$ cat config.mk
export PLATFORM = sky130hd
export DESIGN_NAME = sva_until_monitor_flat
export DESIGN_NICKNAME = d
export VERILOG_FILES = /design/src/rtl/sva_until_if.sv /design/src/rtl/sva_until_monitor.sv /design/src/flat_wrapper.sv
export SDC_FILE = /design/constraint.sdc
export NUM_CORES = 1
export LEC_CHECK = 0
export ABC_AREA = 1
export BUFFER_PORTS_ARGS = -buffer_cell sky130_fd_sc_hd__buf_2
export CORE_MARGIN = 3
export CORE_UTILIZATION = 40
export DETAILED_ROUTE_END_ITERATION = 8
export PLACE_DENSITY = 0.76
export SYNTH_ARGS = -nofsm -noshare
export SYNTH_HDL_FRONTEND = slang
export SYNTH_SLANG_ARGS = --single-unit
export TNS_END_PERCENT = 50
$ cat constraint.sdc
create_clock -name clk -period 1.4 [get_ports clk]
set_input_delay 0.14 -clock clk [delete_from_list [all_inputs] [get_ports clk]]
set_output_delay 0.14 -clock clk [all_outputs]
set_load 0.03 [all_outputs]
$ cat src/rtl/sva_until_if.sv
// Stimulus and result bundle for the until-family operator monitor.
interface sva_until_if #(
    parameter int unsigned CNT_W = 4
) ();
    logic             start;
    logic             a;
    logic             b;
    logic             eot;
    logic             pass;
    logic             fail;
    logic [CNT_W-1:0] pass_cnt;
    logic [CNT_W-1:0] fail_cnt;
    logic [CNT_W-1:0] pending;
    logic             ended;
    logic             overflow;

    modport master (
        output start, a, b, eot,
        input  pass, fail, pass_cnt, fail_cnt, pending, ended, overflow
    );

    modport slave (
        input  start, a, b, eot,
        output pass, fail, pass_cnt, fail_cnt, pending, ended, overflow
    );
endinterface

$ cat src/rtl/sva_until_monitor.sv
// Runtime monitor for until / s_until / until_with / s_until_with obligations.
// All open obligations see the same future inputs, so they are tracked as a
// single count and resolve together.
module sva_until_monitor #(
    parameter int unsigned MODE  = 0,
    parameter int unsigned CNT_W = 4
) (
    input  logic        clk,
    input  logic        rst_n,
    sva_until_if.slave  bus
);
    localparam int unsigned LIVE_W  = CNT_W + 1;
    localparam logic [CNT_W-1:0] CNT_MAX = '1;
    localparam bit OP_WITH   = (MODE >= 2);
    localparam bit OP_STRONG = (MODE == 1) || (MODE == 3);

    typedef enum logic [1:0] {
        IDLE  = 2'd0,
        WAIT  = 2'd1,
        ENDED = 2'd2
    } state_t;

    state_t           state_q, state_d;
    logic [CNT_W-1:0] pending_q, pending_d;
    logic [CNT_W-1:0] pass_cnt_q, pass_cnt_d;
    logic [CNT_W-1:0] fail_cnt_q, fail_cnt_d;
    logic             pass_q, fail_q;
    logic             overflow_q, overflow_d;

    logic              pass_cond_c;
    logic              fail_cond_c;
    logic              res_pass_c;
    logic              res_fail_c;
    logic [LIVE_W-1:0] live_c;
    logic [CNT_W-1:0]  live_sat_c;

    // Operator verdict for this cycle's inputs, shared by every live obligation.
    always_comb begin
        pass_cond_c = OP_WITH ? (bus.a & bus.b) : bus.b;
        fail_cond_c = ~pass_cond_c & ~bus.a;
        res_pass_c  = pass_cond_c | (~pass_cond_c & ~fail_cond_c & bus.eot & ~OP_STRONG);
        res_fail_c  = fail_cond_c | (~pass_cond_c & ~fail_cond_c & bus.eot & OP_STRONG);
        live_c      = LIVE_W'(pending_q) + LIVE_W'(bus.start);
        live_sat_c  = (live_c > LIVE_W'(CNT_MAX)) ? CNT_MAX : live_c[CNT_W-1:0];
    end

    // Next-state, pending count and resolution counts.
    always_comb begin
        state_d    = state_q;
        pending_d  = pending_q;
        pass_cnt_d = '0;
        fail_cnt_d = '0;
        overflow_d = overflow_q;
        case (state_q)
            IDLE, WAIT: begin
                if (live_c != '0) begin
                    if (res_pass_c || res_fail_c) begin
                        pass_cnt_d = res_pass_c ? live_sat_c : '0;
                        fail_cnt_d = res_fail_c ? live_sat_c : '0;
                        pending_d  = '0;
                        if (live_c > LIVE_W'(CNT_MAX)) begin
                            overflow_d = 1'b1;
                        end
                    end else if (bus.start && (pending_q == CNT_MAX)) begin
                        overflow_d = 1'b1;
                    end else begin
                        pending_d = live_c[CNT_W-1:0];
                    end
                end
                if (bus.eot) begin
                    state_d   = ENDED;
                    pending_d = '0;
                end else begin
                    state_d = (pending_d != '0) ? WAIT : IDLE;
                end
            end
            ENDED: begin
                pending_d = '0;
            end
            default: begin
                state_d   = IDLE;
                pending_d = '0;
            end
        endcase
    end

    // State and output registers; reset discards open obligations silently.
    always_ff @(posedge clk) begin
        if (!rst_n) begin
            state_q    <= IDLE;
            pending_q  <= '0;
            pass_cnt_q <= '0;
            fail_cnt_q <= '0;
            pass_q     <= 1'b0;
            fail_q     <= 1'b0;
            overflow_q <= 1'b0;
        end else begin
            state_q    <= state_d;
            pending_q  <= pending_d;
            pass_cnt_q <= pass_cnt_d;
            fail_cnt_q <= fail_cnt_d;
            pass_q     <= (pass_cnt_d != '0);
            fail_q     <= (fail_cnt_d != '0);
            overflow_q <= overflow_d;
        end
    end

    assign bus.pass     = pass_q;
    assign bus.fail     = fail_q;
    assign bus.pass_cnt = pass_cnt_q;
    assign bus.fail_cnt = fail_cnt_q;
    assign bus.pending  = pending_q;
    assign bus.ended    = (state_q == ENDED);
    assign bus.overflow = overflow_q;
endmodule
$ cat src/flat_wrapper.sv
// flat-port wrapper written by rule: the top's interface ports become plain ports
module sva_until_monitor_flat 
#(
    parameter int unsigned MODE  = 0,
    parameter int unsigned CNT_W = 4
)
  (clk, rst_n, bus_start, bus_a, bus_b, bus_eot, bus_pass, bus_fail, bus_pass_cnt, bus_fail_cnt, bus_pending, bus_ended, bus_overflow);
  sva_until_if #(.CNT_W(CNT_W)) bus_i ();
  input  logic clk;
  input  logic rst_n;
  input wire logic [$bits(bus_i.start)-1:0] bus_start;
  input wire logic [$bits(bus_i.a)-1:0] bus_a;
  input wire logic [$bits(bus_i.b)-1:0] bus_b;
  input wire logic [$bits(bus_i.eot)-1:0] bus_eot;
  output wire logic [$bits(bus_i.pass)-1:0] bus_pass;
  output wire logic [$bits(bus_i.fail)-1:0] bus_fail;
  output wire logic [$bits(bus_i.pass_cnt)-1:0] bus_pass_cnt;
  output wire logic [$bits(bus_i.fail_cnt)-1:0] bus_fail_cnt;
  output wire logic [$bits(bus_i.pending)-1:0] bus_pending;
  output wire logic [$bits(bus_i.ended)-1:0] bus_ended;
  output wire logic [$bits(bus_i.overflow)-1:0] bus_overflow;
  assign bus_i.start = bus_start;
  assign bus_i.a = bus_a;
  assign bus_i.b = bus_b;
  assign bus_i.eot = bus_eot;
  assign bus_pass = bus_i.pass;
  assign bus_fail = bus_i.fail;
  assign bus_pass_cnt = bus_i.pass_cnt;
  assign bus_fail_cnt = bus_i.fail_cnt;
  assign bus_pending = bus_i.pending;
  assign bus_ended = bus_i.ended;
  assign bus_overflow = bus_i.overflow;
  sva_until_monitor #(.MODE(MODE), .CNT_W(CNT_W)) u_core (.clk(clk), .rst_n(rst_n), .bus(bus_i));
endmodule
==> results.sh, run 1 <==
export IMPL_die_h_um=50.36
export IMPL_cp_arrival_ns=1.74
export IMPL_start_kind="flop"
export IMPL_row_count=15
export IMPL_crit_buf_inv=1
export IMPL_crit_family="simple AND/OR/NAND/NOR gates"
export IMPL_grt_overflow=0
export IMPL_final_nets=140
export IMPL_cts_tree="done"
export IMPL_clock_sink_count=17
export IMPL_cpPeakStageDelay_ns=0.37
export IMPL_ioPinCount=22
export IMPL_fin_crit_ns=1.492
export IMPL_r2r_cells=13
export IMPL_netlist_area_um2=787.0
export IMPL_synth_nets=115
export IMPL_dieArea_um2=2536
export IMPL_ant_nets=0
export IMPL_final_common_cell="buf_2"
export IMPL_cp_slowest_cell="dfxtp_4"
export IMPL_hold_path_end="u_core.bus.pass"
export IMPL_final_core_util_pct=57.96
export IMPL_yosysSeqAreaShare_pct=43.24
export IMPL_status="complete, but fails checks"
export IMPL_start_util_pct=44.14
export IMPL_min_path_type="in -> reg"
export IMPL_netlist_instances=107
export IMPL_synth_area_per_cell_um2=7.355
export IMPL_post_cts_buffers=0
export IMPL_grt_max_degree=12
export IMPL_ys_ff_latch=17
export IMPL_worst_slew_pin_transition_ns=0.3663
export IMPL_irDropWorstVdd_v=0.0007313
export IMPL_portBuffers=21
export IMPL_via_per_inst=5.077
export IMPL_drv_cap=0
export IMPL_synth_area_top_cells="dfxtp_1, nand3_1, nand2_1, inv_1, nor2_1"
export IMPL_tns_ns=-0.1612
export IMPL_grt_usage_pct=14.32
export IMPL_core_region_area_um2=1783
export IMPL_max_freq_mhz=670.2
export IMPL_grt_pass1_vias=674
export IMPL_p_leak_nw=0.5193
export IMPL_drtIter0Drc=23
export IMPL_finalSetupViolations=3
export IMPL_failed_checks="negative setup slack"
export IMPL_cp_max_fo=4
export IMPL_fill_cells=167
export IMPL_power_density_nw_per_um2=904.2
export IMPL_numCtsBuffers=3
export IMPL_yosys_warnings=0
export IMPL_reg2reg_slack_ns=-0.09
export IMPL_htreeDepth=1
export IMPL_antenna_cells=0
export IMPL_grt_pass1_wl_um=2732
export IMPL_num_vias=792
export IMPL_rr_endpoint="u_core.state_q[0]"
export IMPL_dr_pass1_iters=4
export IMPL_clock_root_buffer="clkbuf_4"
export IMPL_path_cells="ha_4, ha_4, inv_2, nand2_2, nand2_4, nand2_4, nor2_8, nand2_4, nand2_2, nand2_2, nand2_1, nand2_1, nand2_1"
export IMPL_crit_type="reg -> reg"
export IMPL_holdPathStages=3
export IMPL_min_delay_start="rst_n"
export IMPL_endpoint_kind="flop"
export IMPL_clk_pin_slew_ns=0.10
export IMPL_totalPowerFinal_uw=934.5
export IMPL_r2r_start="u_core.bus.pending[0]"
export IMPL_worstSkewPairLatency_ns=0.29
export IMPL_slew_headroom_pct=75.42
export IMPL_clock_skew_ns=0.006999
export IMPL_synth_top_area_share_pct=43.24
export IMPL_final_cell_mix="buf_2, nand2_1, nor2_1, dfxtp_1, inv_1"
export IMPL_routedWlPerCell_um=11.67
export IMPL_die_w_um=50.36
export IMPL_layout_drive_gt1_share_pct=36.64
export IMPL_pre_cts_ws_ns=-0.09029
export IMPL_finalCritPeriodShare_pct=106.6
export IMPL_hold_viol=0
export IMPL_gp_congestion=0.8272
export IMPL_yosysTopAreaCell="dfxtp_1"
export IMPL_drc=0
export IMPL_cp_required_ns=1.65
export IMPL_wirelength_um=1821
export IMPL_hpwl_um=1290
export IMPL_rsz0062_at_grt="yes"
export IMPL_antenna_found_initial=0
export IMPL_synth_cell_type_count=19
export IMPL_cts_buffer_depth=2
export IMPL_fin_ws_ns=-0.09211
export IMPL_drv_slew=0
export IMPL_area_growth_pct=31.32
## through the flow
stage	std cells	hold slack [ns]	area [µm²]
floorplan	107	0.2376	822.0
global placement	152	0.3577	958.4
detailed placement	152	0.3571	958.4
CTS	156	0.05041	994.7
global route	156	0.07063	1033
finish	156	0.05308	1033
## cell type report
cell class	count	area, µm²	area share (%)
clock buffers	4	26.28	2.542
inverters	16	60.06	5.811
multi-input cells	72	454.2	43.95
flip-flops and latches	17	346.6	33.54
well taps	25	31.28	3.027
repair buffers	22	115.1	11.14
## logic make-up (layout without fill, tap and decap cells)
kind of cell	count (synthesis)	in the layout	share of synthesized area, %
AO/OA/AOI/OAI	10	10	6.996
flip-flops	17	17	43.24
adder cells (fa/ha/maj)	2	2	3.179
buffers and inverters	18	42	8.586
AND/OR/NAND/NOR	60	60	38.00
## registers in the layout, summed over array words and instances (netlist names)
register / cells
u_core.bus.fail: 1
u_core.bus.fail_cnt: 4
u_core.bus.overflow: 1
u_core.bus.pass: 1
u_core.bus.pass_cnt: 4
u_core.bus.pending: 4
u_core.state_q: 2
## how the worst max path moves through the flow
stage | to | depth (start not counted) | from
after floorplan | u_core.state_q[0] | 12 | u_core.bus.pending[0]
after global placement | u_core.state_q[0] | 12 | u_core.bus.pending[0]
after detailed placement | u_core.state_q[0] | 12 | u_core.bus.pending[0]
after CTS | u_core.state_q[0] | 12 | u_core.bus.pending[0]
after global routing | u_core.state_q[0] | 12 | u_core.bus.pending[0]
final | u_core.state_q[0] | 13 | u_core.bus.pending[0]
## Yosys cell counts (all sizes together)
cell type and count:
a21oi 2, clkbuf 2, dfxtp 17, ha 2, inv 16, nand2 24
nand3 16, nand3b 1, nand4 2, nor2 16, nor3 1, o21a 1
o21ai 6, o21bai 1
## report_power, final
group | internal [mW] | switching (mW) | total, mW
Sequential | 0.496 | 0.00943 | 0.505
Clock | 0.111 | 0.152 | 0.263
Combinational | 0.0559 | 0.110 | 0.166
Total | 0.663 | 0.272 | 0.934
## what timing repair did
| item | CTS | global route |
|---|---|---|
| cloned | 0 | 0 |
| hold buffers | 0 | 0 |
| setup endpoints to repair | 3 | 8 |
| resized for setup | 3 | 11 |
| pin swaps | 7 | 2 |
## worst register-to-register path, delay by kind of cell (launching register included)
kind | cells | cell delay, ns
buf+inv | 1 | 0.05
fa+ha+maj | 2 | 0.34
flops | 1 | 0.37
simple gates | 10 | 0.68
## layer usage
layer	track usage [%]	share of wire [%]
met5	0	0
met4	11.66	2.7
met3	2.967	4.3
met2	23.48	52
met1	15.81	40
(Power assumes the default switching activity.)
==> run 2, diff against run 1 <==
Clock period 1.4 ns to 1.23 ns, I/O delays scaled along.
==> results.sh, run 2 (synthesis results as in run 1) <==
export IMPL_numCtsBuffers=3
export IMPL_htreeDepth=1
export IMPL_cts_hold_buffers=0
export IMPL_cpPeakStageDelay_ns=0.37
export IMPL_fin_ws_ns=-0.2631
export IMPL_irDropWorstVdd_v=0.0007204
export IMPL_slew_headroom_pct=75.22
export IMPL_dieArea_um2=2536
export IMPL_start_kind="flop"
export IMPL_gp_congestion=0.8388
export IMPL_area_growth_pct=46.26
export IMPL_min_path_type="in -> reg"
export IMPL_grt_pass1_wl_um=3070
export IMPL_antenna_cells=0
export IMPL_dr_pass1_iters=5
export IMPL_antenna_found_initial=0
export IMPL_drv_cap=0
export IMPL_finalCritPeriodShare_pct=121.4
export IMPL_drtIter0Drc=30
export IMPL_final_core_util_pct=64.56
export IMPL_path_common_cell="nand2_1"
export IMPL_grt_usage_pct=15.91
export IMPL_grt_max_degree=12
export IMPL_grt_pass1_vias=776
export IMPL_die_h_um=50.36
export IMPL_via_per_inst=4.953
export IMPL_ant_nets=0
export IMPL_final_nets=153
export IMPL_worstSkewPairLatency_ns=0.29
export IMPL_clock_sink_count=17
export IMPL_cp_max_fo=4
export IMPL_path_cells="ha_4, ha_4, inv_2, nand2_2, nand2_4, nand2_4, nor2_8, nand3b_1, nand2_2, nand2_1, nand2_1, nand2_1"
export IMPL_cts_tree="done"
export IMPL_start_util_pct=44.14
export IMPL_final_cell_mix="buf_2, inv_1, nor2_1, dfxtp_1, nand2_1"
export IMPL_row_count=15
export IMPL_num_vias=837
export IMPL_cts_buffer_depth=2
export IMPL_grt_overflow=0
export IMPL_crit_type="reg -> reg"
export IMPL_clock_skew_ns=0.0008800
export IMPL_rsz0062_at_grt="yes"
export IMPL_fill_cells=152
export IMPL_fin_crit_ns=1.493
export IMPL_power_density_nw_per_um2=943.6
export IMPL_hpwl_um=1362
export IMPL_final_common_cell="buf_2"
export IMPL_failed_checks="negative setup slack"
export IMPL_stdcell_count=169
export IMPL_portBuffers=21
export IMPL_place_area_um2=1045
export IMPL_layout_drive_gt1_share_pct=44.44
export IMPL_routedWlPerCell_um=11.66
export IMPL_hold_viol=0
export IMPL_final_area_um2=1151
export IMPL_status="complete, but fails checks"
export IMPL_clock_root_buffer="clkbuf_4"
export IMPL_die_w_um=50.36
export IMPL_endpoint_kind="flop"
export IMPL_worst_slew_pin_transition_ns=0.3713
export IMPL_core_region_area_um2=1783
export IMPL_finalSetupViolations=15
export IMPL_max_freq_mhz=669.8
export IMPL_dp_cells=162
export IMPL_cp_slowest_cell="dfxtp_4"
export IMPL_ioPinCount=22
export IMPL_r2r_cells=12
export IMPL_p_leak_nw=0.5854
export IMPL_drv_slew=0
export IMPL_cp_required_ns=1.42
export IMPL_wirelength_um=1970
export IMPL_clk_pin_slew_ns=0.09
export IMPL_cp_arrival_ns=1.68
export IMPL_drc=0
export IMPL_holdPathStages=3
[run 2: final cells by class]
type	count	area, µm²	share of cell area (%)
multi-input combinational	72	466.7	40.54
clock buffer	4	26.28	2.283
timing repair buffer	35	217.7	18.91
tap	25	31.28	2.717
sequential	17	346.6	30.11
inverter	16	62.56	5.435
[run 2: stage by stage]
step,hold slack (ns),setup TNS (ns),worst slack [ns],power (mW)
6_report,0.04864,-2.203,-0.2631,1.086
4_1_cts,0.04041,-1.947,-0.2502,1.074
3_5_place_dp,0.3463,-1.594,-0.2430,0.7764
2_1_floorplan,0.2206,-1.033,-0.2273,0.7175
5_1_grt,0.05447,-3.552,-0.3509,1.140
3_3_place_gp,0.3441,-1.163,-0.2088,0.7706
[run 2: worst paths after layout]
path	to	from	slack (ns)
max	u_core.state_q[0]	u_core.bus.pending[0]	-0.26
min	u_core.bus.pass	rst_n	0.05
max reg2reg	u_core.state_q[0]	u_core.bus.pending[0]	-0.26
min reg2reg	u_core.bus.overflow	u_core.bus.overflow	0.46
[run 2: repair_timing]
item | CTS | global route
setup buffers | 1 | 2
endpoints found under the setup margin | 16 | 17
resized for setup | 7 | 9
pin swaps | 10 | 3
[run 2: where the power goes]
group          switching [mW]  internal (mW)
combinational           0.139         0.0892
clock                   0.158          0.126
sequential            0.00880          0.564
total                   0.306          0.780
[run 2: metal layers]
layer  track usage (%)  part of all wire (%)  vias to the layer above
met5                 0                     0                        -
met4             6.726                   2.8                        0
met1             14.97                    39                      382
met2             29.78                    52                       29
met3             6.528                   5.7                       11
li1                  -                     -                      415
[run 2: worst max-delay path: cells and delay by family, from the launching register on]
kind | cells | cell delay [ns]
fa+ha+maj | 2 | 0.34
buf+inv | 1 | 0.05
flops | 1 | 0.37
simple gates | 9 | 0.63
==> run 3, diff against run 2 <==
Settings changed: CTS_BUF_LIST set to sky130_fd_sc_hd__clkbuf_2 sky130_fd_sc_hd__clkbuf_4 sky130_fd_sc_hd__clkbuf_8.
==> results.sh, run 3 (synthesis results as in run 1) <==
export IMPL_htreeDepth=1
export IMPL_die_w_um=50.36
export IMPL_final_common_cell="buf_2"
export IMPL_holdPathStages=3
export IMPL_start_kind="flop"
export IMPL_slew_headroom_pct=76.93
export IMPL_grt_pass1_vias=744
export IMPL_cp_arrival_ns=1.66
export IMPL_drv_cap=0
export IMPL_cts_buffer_depth=2
export IMPL_irDropWorstVdd_v=0.0008639
export IMPL_r2r_cells=12
export IMPL_drc=0
export IMPL_rr_endpoint="u_core.state_q[0]"
export IMPL_reg2reg_slack_ns=-0.24
export IMPL_totalPowerFinal_mw=1.118
export IMPL_routedWlPerCell_um=11.35
export IMPL_antenna_found_initial=0
export IMPL_grt_pass1_wl_um=3015
export IMPL_gp_congestion=0.8388
export IMPL_portBuffers=21
export IMPL_antenna_cells=0
export IMPL_drv_slew=0
export IMPL_cp_slowest_cell="dfxtp_4"
export IMPL_core_region_area_um2=1783
export IMPL_crit_buf_inv=1
export IMPL_final_cell_mix="buf_2, nand2_1, nor2_1"
export IMPL_min_delay_start="rst_n"
export IMPL_hpwl_um=1362
export IMPL_dieArea_um2=2536
export IMPL_finalCritPeriodShare_pct=119.2
export IMPL_clock_root_buffer="clkbuf_4"
export IMPL_p_leak_nw=0.5866
export IMPL_fin_crit_ns=1.467
export IMPL_power_density_nw_per_um2=967.8
export IMPL_failed_checks="negative setup slack"
export IMPL_numCtsBuffers=3
export IMPL_grt_usage_pct=15.65
export IMPL_cp_max_fo=4
export IMPL_clock_skew_ns=0.003033
export IMPL_status="complete, but fails checks"
export IMPL_r2r_start="u_core.bus.pending[0]"
export IMPL_finalSetupViolations=13
export IMPL_via_per_inst=4.857
export IMPL_hold_path_end="u_core.bus.pass"
export IMPL_path_cells="ha_4, ha_4, inv_2, nand2_2, nand2_4, nand2_4, nor2_8, nand3_1, nand2_2, nand2_1, nand2_1, nand2_1"
export IMPL_stdcell_count=168
export IMPL_cpPeakStageDelay_ns=0.36
export IMPL_layout_drive_gt1_share_pct=46.15
export IMPL_row_count=15
export IMPL_clock_sink_count=17
export IMPL_max_freq_mhz=681.9
export IMPL_cp_required_ns=1.42
export IMPL_final_nets=152
export IMPL_cts_hold_buffers=0
export IMPL_min_path_type="in -> reg"
export IMPL_rsz0062_at_grt="yes"
export IMPL_ioPinCount=22
export IMPL_dp_cells=162
export IMPL_cts_tree="done"
export IMPL_fin_ws_ns=-0.2365
export IMPL_start_util_pct=44.14
export IMPL_path_common_cell="nand2_1"
export IMPL_ant_nets=0
export IMPL_hold_viol=0
export IMPL_worstSkewPairLatency_ns=0.29
export IMPL_crit_type="reg -> reg"
export IMPL_num_vias=816
export IMPL_endpoint_kind="flop"
export IMPL_die_h_um=50.36
export IMPL_grt_overflow=0
export IMPL_area_growth_pct=46.74
export IMPL_wirelength_um=1907
export IMPL_drtIter0Drc=27
export IMPL_clk_pin_slew_ns=0.09
export IMPL_grt_max_degree=12
export IMPL_worst_slew_pin_transition_ns=0.3438
export IMPL_dr_pass1_iters=5
export IMPL_worst_hold_slack_ns=0.04550
export IMPL_setup_worst_path_start="u_core.bus.pending[0]"
export IMPL_crit_family="simple AND/OR/NAND/NOR gates"
[run 3: per-layer routing]
metal	vias up	wire (µm)	track usage (%)
met2	29	1002	30.00
met1	369	783	15.87
li1	415	-	-
met5	-	0	0
met3	3	110	5.341
met4	0	11	4.036
[run 3: metrics by stage]
step           worst slack [ns]  utilization [%]  setup TNS [ns]  area, µm²
2_1_floorplan           -0.2273                -          -1.033      833.3
3_3_place_gp            -0.2088            58.60          -1.163       1045
3_5_place_dp            -0.2430            58.60          -1.594       1045
4_1_cts                 -0.2261            61.47          -1.444       1096
5_1_grt                 -0.3183            64.77          -2.904       1155
6_report                -0.2365            64.77          -1.692       1155
[run 3: where the power goes]
group	internal, mW	switching, mW
logic	0.0939	0.138
registers	0.565	0.00956
clock network	0.148	0.163
[run 3: worst max-delay path by stage]
stage | to | depth (start not counted) | slack [ns]
after global routing | u_core.state_q[0] | 12 | -0.32
after detailed placement | u_core.state_q[0] | 12 | -0.24
final | u_core.state_q[0] | 12 | -0.24
after CTS | u_core.state_q[0] | 13 | -0.23
after floorplan | u_core.state_q[0] | 12 | -0.23
after global placement | u_core.state_q[0] | 12 | -0.21
[run 3: timing repair]
action                     4_1_cts  5_1_grt
setup endpoints to repair       14       17
resized for setup                8       11
setup buffers                    0        2
pin swaps                        6        0
[run 3: area by class of cell]
type                            instances  area (µm²)
Multi-Input combinational cell         72       469.2
Fill cell                             144       628.1
Tap cell                               25       31.28
Clock buffer                            4       30.03
Inverter                               16       60.06
Timing Repair Buffer                   34       216.5
Sequential cell                        17       347.8
[run 3: worst register-to-register path: cells and delay by family (launching register included)]
kind	cells	cell delay (ns)
flip-flops	1	0.36
buffers and inverters	1	0.05
AND/OR/NAND/NOR	9	0.63
adder cells (fa/ha/maj)	2	0.34
